--- src/rtl/reset_sequencer_pkg.sv ---
// Shared types and sizing helpers for the reset sequencer and its siblings.
package reset_sequencer_pkg;

  typedef enum logic [1:0] {
    HOLD    = 2'd0,
    RELEASE = 2'd1,
    IDLE    = 2'd2
  } seq_state_e;

  function automatic int max_clog2(input int a, input int b);
    int ca;
    int cb;
    ca = $clog2(a);
    cb = $clog2(b);
    return (ca > cb) ? ca : cb;
  endfunction

endpackage

--- src/rtl/reset_sync.sv ---
// Two-flop reset synchroniser: asserts asynchronously, releases on the second CLK edge.
module reset_sync (
  input  logic CLK,
  input  logic RST_N,
  output logic rst_ok
);

  logic [1:0] sync_q;
  logic [1:0] sync_d;

  always_comb begin
    sync_d = {sync_q[0], 1'b1};
  end

  always_ff @(posedge CLK or negedge RST_N) begin
    if (!RST_N) begin
      sync_q <= 2'b00;
    end else begin
      sync_q <= sync_d;
    end
  end

  assign rst_ok = sync_q[1];

endmodule

--- src/rtl/reset_sequencer.sv ---
// Holds NCHAN active-low resets for RSTHOLD cycles, then releases them one by one
// STAGGER cycles apart; SW_RST restarts the whole sequence.
module reset_sequencer
  import reset_sequencer_pkg::*;
#(
  parameter int NCHAN   = 4,
  parameter int RSTHOLD = 16,
  parameter int STAGGER = 4,
  parameter int CNTW    = 8
) (
  input  logic             CLK,
  input  logic             RST_N,
  input  logic             SW_RST,
  output logic [NCHAN-1:0] OUT_RST_N,
  output logic             BUSY,
  output logic             DONE,
  output logic [CNTW-1:0]  SW_CNT
);

  localparam int CW = max_clog2(RSTHOLD, STAGGER) + 1;
  localparam int IW = $clog2(NCHAN) + 1;
  localparam logic [CW-1:0] HOLD_LAST = CW'(RSTHOLD - 1);
  localparam logic [CW-1:0] STAG_LAST = CW'(STAGGER - 1);
  localparam logic [IW-1:0] IDX_LAST  = IW'(NCHAN - 1);

  logic             rst_ok;
  seq_state_e       state_q, state_d;
  logic [CW-1:0]    cnt_q, cnt_d;
  logic [IW-1:0]    idx_q, idx_d;
  logic [NCHAN-1:0] out_q, out_d;
  logic             busy_q, busy_d;
  logic             done_q, done_d;
  logic [CNTW-1:0]  sw_cnt_q, sw_cnt_d;

  reset_sync u_reset_sync (
    .CLK    (CLK),
    .RST_N  (RST_N),
    .rst_ok (rst_ok)
  );

  always_comb begin
    state_d  = state_q;
    cnt_d    = cnt_q;
    idx_d    = idx_q;
    out_d    = out_q;
    done_d   = 1'b0;
    sw_cnt_d = sw_cnt_q;
    if (rst_ok) begin
      // A software request overrides any release scheduled for the same edge.
      if (SW_RST) begin
        out_d   = '0;
        cnt_d   = '0;
        idx_d   = '0;
        state_d = HOLD;
        if (sw_cnt_q != '1) begin
          sw_cnt_d = sw_cnt_q + 1'b1;
        end
      end else begin
        case (state_q)
          HOLD: begin
            if (cnt_q == HOLD_LAST) begin
              out_d[0] = 1'b1;
              cnt_d    = '0;
              idx_d    = IW'(1);
              if (NCHAN == 1) begin
                state_d = IDLE;
                done_d  = 1'b1;
              end else begin
                state_d = RELEASE;
              end
            end else begin
              cnt_d = cnt_q + 1'b1;
            end
          end
          RELEASE: begin
            if (cnt_q == STAG_LAST) begin
              cnt_d = '0;
              for (int k = 0; k < NCHAN; k++) begin
                if (idx_q == IW'(k)) begin
                  out_d[k] = 1'b1;
                end
              end
              idx_d = idx_q + 1'b1;
              if (idx_q == IDX_LAST) begin
                state_d = IDLE;
                done_d  = 1'b1;
              end
            end else begin
              cnt_d = cnt_q + 1'b1;
            end
          end
          IDLE: begin
          end
          default: begin
            state_d = HOLD;
          end
        endcase
      end
    end
    busy_d = (state_d != IDLE);
  end

  always_ff @(posedge CLK or negedge RST_N) begin
    if (!RST_N) begin
      state_q  <= HOLD;
      cnt_q    <= '0;
      idx_q    <= '0;
      out_q    <= '0;
      busy_q   <= 1'b1;
      done_q   <= 1'b0;
      sw_cnt_q <= '0;
    end else begin
      state_q  <= state_d;
      cnt_q    <= cnt_d;
      idx_q    <= idx_d;
      out_q    <= out_d;
      busy_q   <= busy_d;
      done_q   <= done_d;
      sw_cnt_q <= sw_cnt_d;
    end
  end

  assign OUT_RST_N = out_q;
  assign BUSY      = busy_q;
  assign DONE      = done_q;
  assign SW_CNT    = sw_cnt_q;

endmodule

--- config.mk ---
export PLATFORM = sky130hd
export DESIGN_NAME = reset_sequencer
export DESIGN_NICKNAME = d
export VERILOG_FILES = /design/src/rtl/reset_sequencer_pkg.sv /design/src/rtl/reset_sync.sv /design/src/rtl/reset_sequencer.sv
export SDC_FILE = /design/constraint.sdc
export NUM_CORES = 1
export LEC_CHECK = 0
export ABC_AREA = 1
export CORE_MARGIN = 10
export CORE_UTILIZATION = 34
export CTS_CLUSTER_SIZE = 12
export DETAILED_ROUTE_END_ITERATION = 8
export SLEW_MARGIN = 20
export SYNTH_ARGS = -nofsm -noshare
export SYNTH_HDL_FRONTEND = slang
export SYNTH_HIERARCHICAL = 1
export SYNTH_SLANG_ARGS = --single-unit
--- constraint.sdc ---
create_clock -name CLK -period 2.6 [get_ports CLK]
set_clock_uncertainty 0.05 [all_clocks]
set_input_delay 0.78 -clock CLK [delete_from_list [all_inputs] [get_ports CLK]]
set_output_delay 0.78 -clock CLK [all_outputs]
set_load 0.05 [all_outputs]
==> run summary <==
Total number of vias: 1,122
Max frequency: 413 MHz
Net switching fraction of the power: 35.4%
Crit end category: output pin
Core area: 4060 sq um
# H-tree levels: 1
Finished Layout Cells: 249
First-pass GRT wire length: 5070 microns
Logic pwr share: 29.6%
Hold Buf Count CTS: 0
Final Hold Vio Count: 0
Die Footprint: 7260 sq um
DR pass1 iterations: 4
GRT overflow: 0
Clk network pwr share: 28.4%
Post-synth top area share: 43.3%
Critical path type: flop to output pin
Synth Register Bits: 26
DR vias/cell: 4.51
Layout cells sized above 1: 13.1%
Period minus WS final: 2.42 ns
Hold Path Class: flop to flop
Synth Area in Compound Gates: 6.23%
Clk slew on worst S/H paths: 0.09 ns
# Post-CTS Setup Buffers: 0
Setup TNS: 0 ns
Simple logic cell fraction of the synthesized area: 28.5%
Final nets: 212
Most common cell in the netlist: nand2_1
Post-Synthesis Cell Area: 1450 sq um
Setup WS pre-CTS: 0.440 ns
Main synth FF type: dfrtp_1
WP buf/inv: 1
Worst-Margin Slew: 0.510 ns
Mux share of post-synthesis cell area: 0%
GP Congestion: 0.783
Cell area after layout: 1750 sq um
Vias in the first global route: 1,125
Leak Pwr: 0.858 nW
Inserted Diodes: 0
Slew Limit Headroom: 65.9%
Power Density: 693 nW/um^2
TritonCTS clock tree: done
CTS sink cnt: 26
Post-synth EDFFs: 0
VDD IR max: 0.000359 V
Leading area contributor after synthesis: dfrtp_1
Num rows: 23
TritonCTS Buffers: 3
CP max stage delay: 0.79 ns
Post-synthesis adder-cell area fraction: 7.79%
Design internal power: 0.783 mW
Syn Nets: 190
Synth unique cells: 26
Metal2 WL: 1310 microns
Largest net degree at the start of global routing: 27
WL final: 2880 microns
CP top delay family: buffers and inverters
Post-DR wirelength/cell: 11.6 microns
Post-layout worst setup margin: 0.177 ns
Area delta synth->final: 20.8%
# setup viols final: 0
Clk Latency, worst-skew pair: 0.28 ns
Top cells by count, synth: nand2_1, dfrtp_1, inv_1
Sw power: 0.429 mW
Syn Area/Cell: 8.13 sq um
Antenna violations before repair: 0
Top layer in use: met4
Asr flop ratio synth: 100%
Max Cap Viol: 0
Crit-path slowest cell: clkdlybuf4s50_1
Sequential share of the synthesized area: 45.1%
Initial drt markers: 80
Max Buffers Root-to-Sink: 2
Post-DP HPWL: 2150 microns
Die Ht: 85.2 microns
Root Buffer: clkbuf_8
Synthesis warning total: 6
CP max FO: 1
WL met3: 100 microns
Ranking of synthesized cells by area: dfrtp_1, nand2_1, ha_1
Antenna-violating nets left: 0
Top-Level Pins: 17
Max-slew violations: 0
Post-CTS sizing: 0
Buffers on Ports: 16
Initial Util: 35.6%
Drt drc: 0
Die width: 85.2 microns
WP data required: 1.77 ns
RSZ-0062 raised after global routing: no
Placed inst area: 1680 sq um
Dpl cells: 245
Post-synthesis xor/xnor area fraction: 4.84%
GRT Overall Usage: 8.26%
Period utilization: 93.2%
Worst setup SP type: flop
Routed length on met1: 1400 microns
Main combinational cell family by area after synthesis: simple AND/OR/NAND/NOR gates
Cells along the critical path: clkdlybuf4s50_1
Status: completed
Worst EP arrival: 1.59 ns
Gate count of the mapped netlist: 178
Flop pwr share: 42.1%
[worst paths after layout]
check,cells past startpoint,endpoint,slack [ns],start
min in group asynchronous,2,idx_q[0]$_DFFE_PN0P_,0.80,RST_N
worst max register to register,11,idx_q[1]$_DFFE_PN0P_,0.77,cnt_q[0]$_DFFE_PN0P_
max in group asynchronous,2,BUSY$_DFF_PN1_,1.40,RST_N
worst min-delay path,0,u_reset_sync/sync_q[1]$_DFF_PN0_,0.31,u_reset_sync/sync_q[0]$_DFF_PN0_
worst min register to register,0,u_reset_sync/sync_q[1]$_DFF_PN0_,0.31,u_reset_sync/sync_q[0]$_DFF_PN0_
worst max-delay path,1,BUSY,0.18,BUSY$_DFF_PN1_
[metrics by stage]
| stage | utilization (%) | power [mW] | hold slack, ns |
|---|---|---|---|
| after floorplan | - | 0.754 | 0.281 |
| after global placement | 41.3 | 0.875 | 0.292 |
| after detailed placement | 41.3 | 0.881 | 0.295 |
| after CTS | 43.1 | 1.23 | 0.317 |
| after global routing | 43.1 | 1.27 | 0.332 |
| final | 43.1 | 1.21 | 0.313 |
[layer usage]
layer,global-route usage [%],up-vias
met5,0,-
met2,13.1,12
li1,-,591
met4,4.49,0
met1,10.2,514
met3,1.63,5
[layout by cell type (no fill, tap or decap), drive strengths merged, types with 2 or more instances in the layout]
cell type,instances
clkinv,2
xor2,4
nand4,2
clkbuf,3
ha,9
inv,26
nor3,2
clkdlybuf4s50,16
nand2,61
dfrtp,25
a21oi,4
o21ai,11
nor2,11
xnor2,4
nand3,13
[state kept, by name (all words and copies together), names as in the netlist]
signal / flops
SW_CNT: 8
cnt_q: 5
OUT_RST_N: 4
idx_q: 3
state_q: 2
u_reset_sync/sync_q: 2
BUSY: 1
DONE: 1
[cell type report]
cell class                 count  area, sq um
tap                           50         62.6
clock inverter                 1         30.0
timing repair buffer          17          168
multi-input combinational    124          689
clock buffer                   3         41.3
inverter                      28          105
fill                         413         2310
sequential                    26          652
[kinds of logic after synthesis]
| logic type | count (synthesis) |
|---|---|
| AOI/OAI and AO/OA | 16 |
| adders and majority gates | 9 |
| and+or+nand+nor | 90 |
| xor gates and xnor gates | 8 |
| DFF | 26 |
| buffers and inverters | 28 |
| other | 1 |
[power groups by stage]
| stage | registers (mW) | logic [mW] | clock network [mW] |
|---|---|---|---|
| finish | 0.510 | 0.358 | 0.344 |
| global route | 0.517 | 0.389 | 0.364 |
| global placement | 0.517 | 0.359 | 0 |
| detailed placement | 0.518 | 0.363 | 0 |
| floorplan | 0.643 | 0.111 | 0 |
| CTS | 0.510 | 0.364 | 0.352 |
Power figures use the tool's default switching activity.
